==> config.mk <==
export PLATFORM = sky130hd
export DESIGN_NAME = alu_pipe_nbit
export DESIGN_NICKNAME = d
export VERILOG_FILES = /design/src/rtl/alu_pipe_nbit.sv
export SDC_FILE = /design/constraint.sdc
export NUM_CORES = 1
export LEC_CHECK = 0
export ABC_AREA = 0
export CORE_ASPECT_RATIO = 2
export CORE_MARGIN = 2
export CORE_UTILIZATION = 44
export DETAILED_ROUTE_END_ITERATION = 12
export PLACE_DENSITY = 0.63
export SETUP_SLACK_MARGIN = 0.1
export SLEW_MARGIN = 10
export SYNTH_ARGS = -nofsm -noshare
export SYNTH_HDL_FRONTEND = slang
export SYNTH_SLANG_ARGS = --single-unit
==> constraint.sdc <==
create_clock -name clk -period 5.6 [get_ports clk]
set_input_delay 0.56 -clock clk [delete_from_list [all_inputs] [get_ports clk]]
set_output_delay 0.56 -clock clk [all_outputs]
set_load 0.01 [all_outputs]
==> src/rtl/alu_pipe_nbit.sv <==
// Multi-cycle ALU: add/sub/logic/slt in one EXEC cycle, unsigned shift-add multiply over WIDTH cycles.
// Latency: out_valid seen 2 edges after accept for single-cycle ops, WIDTH+2 for multiply.
// Backpressure: one command in flight; in_ready only in IDLE, result held in DONE until out_ready.
module alu_pipe_nbit #(
  parameter int WIDTH = 8
) (
  input  logic             clk,
  input  logic             rst_n,
  input  logic             in_valid,
  output logic             in_ready,
  input  logic [WIDTH-1:0] a,
  input  logic [WIDTH-1:0] b,
  input  logic             alu_op,
  input  logic [4:0]       functop,
  output logic             out_valid,
  input  logic             out_ready,
  output logic [WIDTH-1:0] result,
  output logic             carry_out,
  output logic             borrow_out,
  output logic             zero,
  output logic             overflow,
  output logic             err
);

  localparam int             CW       = $clog2(WIDTH + 1);
  localparam logic [CW-1:0]  CNT_LAST = CW'(WIDTH);

  typedef enum logic [1:0] {
    S_IDLE = 2'd0,
    S_EXEC = 2'd1,
    S_MUL  = 2'd2,
    S_DONE = 2'd3
  } state_t;

  typedef enum logic [2:0] {
    OP_ADD = 3'd0,
    OP_SUB = 3'd1,
    OP_AND = 3'd2,
    OP_OR  = 3'd3,
    OP_XOR = 3'd4,
    OP_SLT = 3'd5,
    OP_MUL = 3'd6,
    OP_ILL = 3'd7
  } op_t;

  state_t             state_q, state_d;
  op_t                op_q, op_d, op_dec;
  logic [WIDTH-1:0]   a_q, a_d, b_q, b_d;
  logic [2*WIDTH-1:0] acc_q, acc_d;
  logic [2*WIDTH-1:0] mcand_q, mcand_d;
  logic [WIDTH-1:0]   mplr_q, mplr_d;
  logic [CW-1:0]      cnt_q, cnt_d;
  logic [WIDTH-1:0]   result_q, result_d;
  logic               carry_q, carry_d;
  logic               borrow_q, borrow_d;
  logic               zero_q, zero_d;
  logic               ovf_q, ovf_d;
  logic               err_q, err_d;

  logic               accept;
  logic [WIDTH:0]     add_w, sub_w;
  logic               slt;
  logic [WIDTH-1:0]   exec_res;
  logic               exec_c, exec_b, exec_o, exec_e;

  // in_ready is held low while reset is asserted so a command on the reset edge is never taken
  assign in_ready  = (state_q == S_IDLE) && rst_n;
  assign accept    = in_valid && in_ready;
  assign out_valid = (state_q == S_DONE);

  assign result     = result_q;
  assign carry_out  = carry_q;
  assign borrow_out = borrow_q;
  assign zero       = zero_q;
  assign overflow   = ovf_q;
  assign err        = err_q;

  // Extra MSB on the add/sub gives carry-out and unsigned borrow directly
  assign add_w = {1'b0, a_q} + {1'b0, b_q};
  assign sub_w = {1'b0, a_q} - {1'b0, b_q};
  assign slt   = ($signed(a_q) < $signed(b_q));

  // Opcode decode of the live inputs; alu_op=0 forces ADD whatever functop holds
  always_comb begin
    op_dec = OP_ILL;
    if (!alu_op) begin
      op_dec = OP_ADD;
    end else begin
      case (functop)
        5'b01000: op_dec = OP_ADD;
        5'b00100: op_dec = OP_SUB;
        5'b00000: op_dec = OP_AND;
        5'b11000: op_dec = OP_OR;
        5'b10000: op_dec = OP_XOR;
        5'b01100: op_dec = OP_SLT;
        5'b00010: op_dec = OP_MUL;
        default:  op_dec = OP_ILL;
      endcase
    end
  end

  // Single-cycle result and flags from the latched operands; undefined flags stay 0
  always_comb begin
    exec_res = '0;
    exec_c   = 1'b0;
    exec_b   = 1'b0;
    exec_o   = 1'b0;
    exec_e   = 1'b0;
    case (op_q)
      OP_ADD: begin
        exec_res = add_w[WIDTH-1:0];
        exec_c   = add_w[WIDTH];
        exec_o   = (a_q[WIDTH-1] == b_q[WIDTH-1]) && (add_w[WIDTH-1] != a_q[WIDTH-1]);
      end
      OP_SUB: begin
        exec_res = sub_w[WIDTH-1:0];
        exec_b   = sub_w[WIDTH];
        exec_o   = (a_q[WIDTH-1] != b_q[WIDTH-1]) && (sub_w[WIDTH-1] != a_q[WIDTH-1]);
      end
      OP_AND: exec_res = a_q & b_q;
      OP_OR:  exec_res = a_q | b_q;
      OP_XOR: exec_res = a_q ^ b_q;
      OP_SLT: exec_res = {{(WIDTH-1){1'b0}}, slt};
      default: begin
        // OP_ILL (OP_MUL never reaches EXEC)
        exec_res = '0;
        exec_e   = 1'b1;
      end
    endcase
  end

  // Next-state logic for the control FSM
  always_comb begin
    state_d = state_q;
    case (state_q)
      S_IDLE: begin
        if (accept) begin
          state_d = (op_dec == OP_MUL) ? S_MUL : S_EXEC;
        end
      end
      S_EXEC: state_d = S_DONE;
      S_MUL: begin
        if (cnt_q == CNT_LAST) begin
          state_d = S_DONE;
        end
      end
      S_DONE: begin
        if (out_ready) begin
          state_d = S_IDLE;
        end
      end
      default: state_d = S_IDLE;
    endcase
  end

  // Datapath next state: latch on accept, write outputs at end of EXEC or after the last MUL step
  always_comb begin
    op_d     = op_q;
    a_d      = a_q;
    b_d      = b_q;
    acc_d    = acc_q;
    mcand_d  = mcand_q;
    mplr_d   = mplr_q;
    cnt_d    = cnt_q;
    result_d = result_q;
    carry_d  = carry_q;
    borrow_d = borrow_q;
    zero_d   = zero_q;
    ovf_d    = ovf_q;
    err_d    = err_q;
    case (state_q)
      S_IDLE: begin
        if (accept) begin
          op_d    = op_dec;
          a_d     = a;
          b_d     = b;
          acc_d   = '0;
          mcand_d = {{WIDTH{1'b0}}, a};
          mplr_d  = b;
          cnt_d   = '0;
        end
      end
      S_EXEC: begin
        result_d = exec_res;
        carry_d  = exec_c;
        borrow_d = exec_b;
        ovf_d    = exec_o;
        err_d    = exec_e;
        zero_d   = (exec_res == '0);
      end
      S_MUL: begin
        if (cnt_q != CNT_LAST) begin
          // One partial product per cycle: add shifted multiplicand when the multiplier LSB is set
          if (mplr_q[0]) begin
            acc_d = acc_q + mcand_q;
          end
          mcand_d = mcand_q << 1;
          mplr_d  = mplr_q >> 1;
          cnt_d   = cnt_q + 1'b1;
        end else begin
          result_d = acc_q[WIDTH-1:0];
          carry_d  = |acc_q[2*WIDTH-1:WIDTH];
          borrow_d = 1'b0;
          ovf_d    = 1'b0;
          err_d    = 1'b0;
          zero_d   = (acc_q[WIDTH-1:0] == '0);
        end
      end
      default: ;
    endcase
  end

  // State and datapath registers with synchronous active-low reset
  always_ff @(posedge clk) begin
    if (!rst_n) begin
      state_q  <= S_IDLE;
      op_q     <= OP_ADD;
      a_q      <= '0;
      b_q      <= '0;
      acc_q    <= '0;
      mcand_q  <= '0;
      mplr_q   <= '0;
      cnt_q    <= '0;
      result_q <= '0;
      carry_q  <= 1'b0;
      borrow_q <= 1'b0;
      zero_q   <= 1'b0;
      ovf_q    <= 1'b0;
      err_q    <= 1'b0;
    end else begin
      state_q  <= state_d;
      op_q     <= op_d;
      a_q      <= a_d;
      b_q      <= b_d;
      acc_q    <= acc_d;
      mcand_q  <= mcand_d;
      mplr_q   <= mplr_d;
      cnt_q    <= cnt_d;
      result_q <= result_d;
      carry_q  <= carry_d;
      borrow_q <= borrow_d;
      zero_q   <= zero_d;
      ovf_q    <= ovf_d;
      err_q    <= err_d;
    end
  end

endmodule

==> impl_summary.txt, run 1 <==
----------------------------------------------------
[Cells and area]
  Antenna cells ... 0
  Layout-stage area growth over the synthesis result ... 15.4%
  Final-layout fill cell count ... 1091
  Fraction of layout cells with a size suffix above 1 ... 4.57%
  Most common library cell in the layout ignoring fill and taps ... dfxtp_1
  Number of nets in the final layout ... 704
  Top library cells by usage in the layout, fill and taps aside ... dfxtp_1, nand2_1, nor2_1, ha_1, a21oi_1
  Layout Cells excl Fill ... 776
  Final standard cell area without fillers ... 5760 µm²

[Floorplanning]
  Core Region ... 11200 µm²
  I/O pin total ... 41
  Die Ht ... 155 µm
  Effective utilization at floorplan ... 44.5%
  Die width ... 79.3 µm
  Die area ... 12300 µm²
  Count of standard-cell rows ... 55

[Flow run]
  Total of max-cap violations ... 0

[Routing]
  DR vias ... 4581
  Via density per instance ... 5.90
  WL final ... 14600 µm
  Number of search-and-repair iterations in the first detailed-routing pass ... 5
  Starting DRC count in detailed routing ... 271
  Routed len/inst ... 18.9 µm
  Post-route antenna net violation count ... 0
  Detailed-route DRC error count ... 0

[Yosys]
  Cell area after synthesis ... 4990 µm²
  Count of flip-flops with a built-in enable after synthesis ... 0
  Avg Synthesized Cell Area ... 8.20 µm²
  Sequential fraction of the synthesis area ... 31.3%
  Register bit count reported by yosys ... 78
  Number of nets in the synthesized netlist ... 684
  Warnings from Yosys ... 0
  FFs w/ async S/R, synth ... 0%
  Main flop type after synthesis ... dfxtp_1
  Number of different library cells in the post-synthesis netlist ... 64
  Synth Instances ... 609

[Critical path]
  Peak per-stage delay on the critical path ... 0.92 ns
  Chain of cells forming the critical path ... clkdlybuf4s50_1 -> and2_1 -> nand2_1 -> a211oi_2 -> nor2_1 -> a22oi_1 -> nor2_1
  Crit path capture type ... register
  Worst path required time ... 5.80 ns
  Crit path launch type ... primary input
  Cell with the largest stage delay on the worst path ... clkdlybuf4s50_1
  Class of the most critical setup path ... in2reg
  Crit Path Max Fanout ... 18
  Most repeated library cell on the critical path ... nor2_1
  Arrival @ worst endpoint ... 3.48 ns

[Min path]
  Hold Path Class ... reg2reg

[Pwr]
  Switching power summed over all nets ... 0.000879 W
  Power density of the placed cells ... 393 nW/µm²
  Standby leakage power ... 2.20 nW
  Highest ir drop seen on vdd ... 0.000234 V
  Total internal power ... 0.00138 W
  Reg power frac ... 33.2%
  Share of total power consumed by net switching ... 38.8%
  Combinational Power Share ... 40.2%
  Share of power burned in the clock network ... 26.6%

[Clock tree]
  Cts repair resizes ... 0
  Clock tree from TritonCTS ... built
  CTS buffer count ... 9
  Clock tree root buffer cell ... clkbuf_16
  Setup fix buffers added after clock tree synthesis ... 0
  Maximum buffer depth of the clock tree ... 2
  Clock latency of the later-clocked register in the worst-skew pair ... 0.34 ns
  CTS H-tree depth ... 3
  Clock Sinks ... 78
  Cts-stage hold buffer count ... 0
  Clock slew at reported path FFs ... 0.06 ns

[Timing]
  Setup clock skew after layout ... 0.00768 ns
  Highest clock frequency the design can meet ... 305 MHz
  Final worst path period need ... 3.28 ns
  Aggregate negative setup slack ... 0 ns
  Number of failing hold endpoints at the final stage ... 0
  Final setup fails ... 0
  Relative slew slack ... 24.6%
  Measured slew at the worst slew-check pin ... 1.13 ns
  Pins over their slew limit ... 0
  RSZ-0062 raised after global routing ... false
  Share of the clock period used by the worst path after layout ... 58.6%

[Placement]
  Post-detail-place hpwl ... 11300 µm
  Cell Count Post-Placement ... 760
  Placer congestion estimate ... 0.914
  Area after detailed placement ... 5450 µm²
  Count of port buffers added during placement ... 40

[Global routing]
  Maximum number of pins on one net before global-route repair ... 65
  GR Overflow Total ... 0
  Global-route usage over all layers ... 24.7%
  Vias in the first global route ... 4568
  First-pass GRT wire length ... 23500 µm
  Number of antenna violations at the first check in global routing ... 0

[Run status]
  Run status ... finished, final reports clean

----------------------------------------------------
metrics by stage:
stage          utilization [%]  total power, W  worst slack, ns  hold WS (ns)
2_1_floorplan                -         0.00137             3.20         0.437
3_3_place_gp              48.6         0.00165             2.01         0.444
3_5_place_dp              48.6         0.00166             2.00         0.449
4_1_cts                   51.4         0.00227             2.36         0.457
5_1_grt                   51.4         0.00241             2.06         0.482
6_report                  51.4         0.00226             2.32         0.453
cell families after synthesis:
group / share of synthesized area, %
AOI/OAI and AO/OA: 26.7
xor gates and xnor gates: 3.16
adders and majority gates: 12.9
DFF: 31.3
buffers and inverters: 5.46
muxes: 4.21
and+or+nand+nor: 16.2
path summary, 6_finish.rpt:
| path | from | end | slack [ns] | cells after the start |
|---|---|---|---|---|
| hold / removal | result[0]$_SDFFE_PN0P_ | result[0]$_SDFFE_PN0P_ | 0.45 | 2 |
| hold reg to reg | result[0]$_SDFFE_PN0P_ | result[0]$_SDFFE_PN0P_ | 0.45 | 2 |
| setup reg to reg | state_q[0]$_SDFFE_PN0P_ | acc_q[4]$_SDFFE_PN0P_ | 2.80 | 8 |
| setup / recovery | rst_n | acc_q[4]$_SDFFE_PN0P_ | 2.32 | 7 |
cell type report:
class	instances	area (µm²)	share of cell area, %
Clock buffer	11	253	4.39
Multi-Input combinational cell	462	3160	54.8
Tap cell	142	178	3.08
Timing Repair Buffer	43	423	7.34
Inverter	35	131	2.28
Sequential cell	78	1560	27.1
Clock inverter	5	57.6	0.999
critical path, delay by kind of cell:
family	cells	cell delay [ns]
compound gates	2	1.16
buf+inv	1	0.92
simple gates	4	0.84
sequential cells by signal (all words and copies together) (netlist names):
signal / flops
a_q: 8
acc_q: 16
b_q: 8
borrow_out: 1
carry_out: 1
cnt_q: 4
err: 1
mcand_q: 16
mplr_q: 8
op_q: 3
overflow: 1
result: 8
state_q: 2
zero: 1
synthesized netlist by cell type (3+ instances only):
master	n	area [µm²]
xnor2_1	12	105
o211ai_1	4	30.0
a21o_1	9	67.6
a211oi_1	18	135
nor4_1	4	25.0
inv_1	34	128
o21ai_1	4	20.0
nand2b_1	4	25.0
nor2_1	58	218
dfxtp_1	78	1560
o21bai_1	5	37.5
or3_1	6	37.5
buf_1	6	22.5
fa_1	3	60.1
a211o_1	3	26.3
nand3_1	22	110
o22ai_1	3	18.8
o32a_1	3	30.0
o21ai_0	18	90.1
a21oi_1	43	215
nor3_1	5	25.0
nand2_1	63	236
clkbuf_1	22	82.6
xor2_1	6	52.6
a22oi_1	19	143
nand4_1	7	43.8
ha_1	46	576
o2111ai_1	4	35.0
o31ai_1	18	135
buf_2	5	25.0
a31oi_1	6	37.5
and2_1	4	25.0
mux2i_1	21	210
nor2b_1	5	31.3
o21a_1	3	22.5
routing by layer:
layer / track usage, % / vias up / part of all wire [%] / wire length (µm)
met5: 0 / - / 0 / 0
met4: 12.6 / 0 / 4.3 / 629
met3: 3.68 / 37 / 3.2 / 464
met2: 46.0 / 110 / 56 / 8190
met1: 26.0 / 2174 / 37 / 5350
li1: - / 2260 / - / -
power by group through the flow:
stage               sequential (W)  clock (W)  combinational, W
floorplan                 0.000733          0          0.000641
global placement          0.000761          0          0.000890
detailed placement        0.000765          0          0.000897
CTS                       0.000753   0.000613          0.000904
global route              0.000765   0.000641           0.00100
finish                    0.000751   0.000602          0.000910
Power figures use the tool's default switching activity.
==> run 2, diff against run 1 <==
Settings changed: PLACE_DENSITY 0.63 to 0.66.
Clock period 5.6 ns to 2.6 ns, I/O delays scaled along.
==> run 2 against run 1 <==
Total power increased by 120%. Non-clock buffer count is 26 higher. Global-route usage is 1.1 points higher. Register-to-register slack got worse by 2.6 ns. Critical path type is now reg2reg. Sequential power increased by 110%. Highest routed layer unchanged. Final area rose by 4.7%. Largest power group unchanged. Die area unchanged. Count of clock-buffer cells in the layout is 1 higher. Clock power grew 100%. Critical path depth rose by 2. Setup slack lost 2.1 ns.
==> impl_summary.txt, run 2 (synthesized netlist as in run 1, its figures left out) <==
----------------------------------------------------
[Global routing]
  Global-route usage over all layers ... 25.7%
  Number of antenna violations at the first check in global routing ... 0
  Maximum number of pins on one net before global-route repair ... 37
  Vias in the first global route ... 4819
  First-pass GRT wire length ... 24300 µm
  GR Overflow Total ... 0

[Cells and area]
  Most common library cell in the layout ignoring fill and taps ... dfxtp_1
  Antenna cells ... 0
  Final core utilization ... 53.8%
  Top library cells by usage in the layout, fill and taps aside ... dfxtp_1, nand2_1, nor2_1, ha_1
  Fraction of layout cells with a size suffix above 1 ... 10.8%
  Number of nets in the final layout ... 730
  Registers with the most flip-flops ... acc_q x16, mcand_q x16
  Layout-stage area growth over the synthesis result ... 20.9%

[Clock tree]
  Clock latency of the later-clocked register in the worst-skew pair ... 0.34 ns
  Setup fix buffers added after clock tree synthesis ... 0
  CTS buffer count ... 9
  Clock Sinks ... 78
  Clock slew at reported path FFs ... 0.06 ns
  Clock tree from TritonCTS ... built
  Maximum buffer depth of the clock tree ... 2
  Clock tree root buffer cell ... clkbuf_16
  CTS H-tree depth ... 3

[Critical path]
  Crit path capture type ... register
  Crit path launch type ... register
  Arrival @ worst endpoint ... 2.67 ns
  Critical register-to-register path startpoint ... b_q[1]$_SDFFE_PN0P_
  Chain of cells forming the critical path ... inv_1 -> ha_4 -> o21ba_2 -> o221ai_2 -> a21oi_1 -> buf_4 -> o221ai_1 -> a211o_1 -> o41ai_2
  Sum of buffers and inverters on the critical path ... 2
  Peak per-stage delay on the critical path ... 0.40 ns
  Worst path required time ... 2.84 ns
  Count of cells along the worst register-to-register path ... 9
  Reg2reg setup slack ... 0.18 ns
  Cell with the largest stage delay on the worst path ... dfxtp_1
  Crit Path Max Fanout ... 4
  Cell family contributing the most delay on the critical path ... compound AO/OA/AOI/OAI gates
  End of the worst register-to-register path ... zero$_SDFFE_PN0P_
  Class of the most critical setup path ... reg2reg

[Floorplanning]
  Die Ht ... 155 µm
  Core Region ... 11200 µm²
  Die width ... 79.3 µm
  Die area ... 12300 µm²
  Count of standard-cell rows ... 55
  I/O pin total ... 41
  Effective utilization at floorplan ... 44.5%

[Timing]
  Measured slew at the worst slew-check pin ... 0.713 ns
  Pins over their slew limit ... 0
  Number of failing hold endpoints at the final stage ... 0
  Relative slew slack ... 52.1%
  Final setup fails ... 0
  RSZ-0062 raised after global routing ... true
  Final WS setup ... 0.177 ns
  Worst hold slack after final layout ... 0.459 ns
  Share of the clock period used by the worst path after layout ... 93.2%
  Setup clock skew after layout ... 0.00639 ns
  Highest clock frequency the design can meet ... 413 MHz
  Final worst path period need ... 2.42 ns

[Routing]
  WL final ... 15400 µm
  Via density per instance ... 5.89
  Routed len/inst ... 19.2 µm
  Post-route antenna net violation count ... 0
  DR vias ... 4714
  Starting DRC count in detailed routing ... 296
  Number of search-and-repair iterations in the first detailed-routing pass ... 5
  Detailed-route DRC error count ... 0

[Min path]
  Number of cells on the worst hold path ... 2
  Worst Hold Path EP ... result[4]$_SDFFE_PN0P_
  Hold Path Class ... reg2reg
  Hold wc startpoint ... result[4]$_SDFFE_PN0P_

[Placement]
  Count of port buffers added during placement ... 40
  Placer congestion estimate ... 0.926
  Post-detail-place hpwl ... 12000 µm
  Setup slack after placement ... -0.00917 ns

[Flow run]
  Total of max-cap violations ... 0

[Pwr]
  Combinational Power Share ... 44.2%
  Total internal power ... 0.00307 W
  Switching power summed over all nets ... 0.00195 W
  Share of total power consumed by net switching ... 38.8%
  Share of power burned in the clock network ... 24.0%
  Standby leakage power ... 2.33 nW
  Highest ir drop seen on vdd ... 0.000380 V
  Power density of the placed cells ... 832 nW/µm²
  Reg power frac ... 31.8%

[Run status]
  Run status ... finished, final reports clean

----------------------------------------------------
-- run 2: changes by cell type in the layout (fill, tap and decap cells not counted), sizes merged --
cell | before | now
buf | 3 | 29
bufinv | 1 | 0
clkbuf | 11 | 12
clkinv | 4 | 3
-- run 2: worst max path at each step --
stage,cells past startpoint,to,slack (ns),start
global route,9,acc_q[14]$_SDFFE_PN0P_,0.1,mcand_q[0]$_SDFFE_PN0P_
detailed placement,8,zero$_SDFFE_PN0P_,-0.009,b_q[1]$_SDFFE_PN0P_
floorplan,9,zero$_SDFFE_PN0P_,0.20,a_q[2]$_SDFFE_PN0P_
CTS,9,zero$_SDFFE_PN0P_,0.11,a_q[3]$_SDFFE_PN0P_
global placement,8,zero$_SDFFE_PN0P_,0.07,b_q[1]$_SDFFE_PN0P_
finish,9,zero$_SDFFE_PN0P_,0.18,b_q[1]$_SDFFE_PN0P_
-- run 2: through the flow --
step | setup TNS (ns) | power (W) | instances | cell area, µm²
floorplan | 0 | 0.00296 | 609 | 4990
global placement | 0 | 0.00373 | 786 | 5660
detailed placement | -0.00917 | 0.00376 | 786 | 5660
CTS | 0 | 0.00499 | 801 | 5960
global route | 0 | 0.00533 | 801 | 6030
finish | 0 | 0.00502 | 801 | 6030
-- run 2: layout make-up --
cell class              count  area [µm²]
clock buffers              12         267
fillers                  1075        5180
well taps                 142         178
inverters                  35         131
flip-flops and latches     78        1570
clock inverters             3        18.8
multi-input cells         462        3240
repair buffers             69         631
-- run 2: what timing repair did --
item / 4_1_cts / 5_1_grt
pin swaps: 0 / 3
hold buffers: 0 / 0
setup endpoints to repair: 2 / 15
resized for setup: 5 / 16
-- run 2: power by group through the flow --
stage,Clock (W),Combinational [W],Sequential (W)
after detailed placement,0,0.00214,0.00161
after CTS,0.00123,0.00216,0.00159
after global routing,0.00129,0.00242,0.00162
after floorplan,0,0.00138,0.00158
final,0.00121,0.00222,0.00159
after global placement,0,0.00213,0.00161
-- run 2: tightest hold or removal path, cell delays in order, from the launching register on --
cell and delay, ns:
dfxtp_1 0.31, nand2_1 0.05, a21oi_1 0.05
-- run 2: routing by layer --
| metal | global-route usage (%) | vias to the layer above | part of all wire, % |
|---|---|---|---|
| met5 | 0 | - | 0 |
| met4 | 15.1 | 0 | 5.4 |
| met3 | 3.85 | 46 | 2.5 |
| met2 | 49.6 | 87 | 56 |
| met1 | 24.8 | 2268 | 36 |
| li1 | - | 2313 | - |
==> run 3, diff against run 2 <==
Settings changed: ABC_AREA 0 to unset, CAP_MARGIN set to 20.
==> results of run 3 <==
No change in the layout: final DEF, timing and power equal those of run 2.
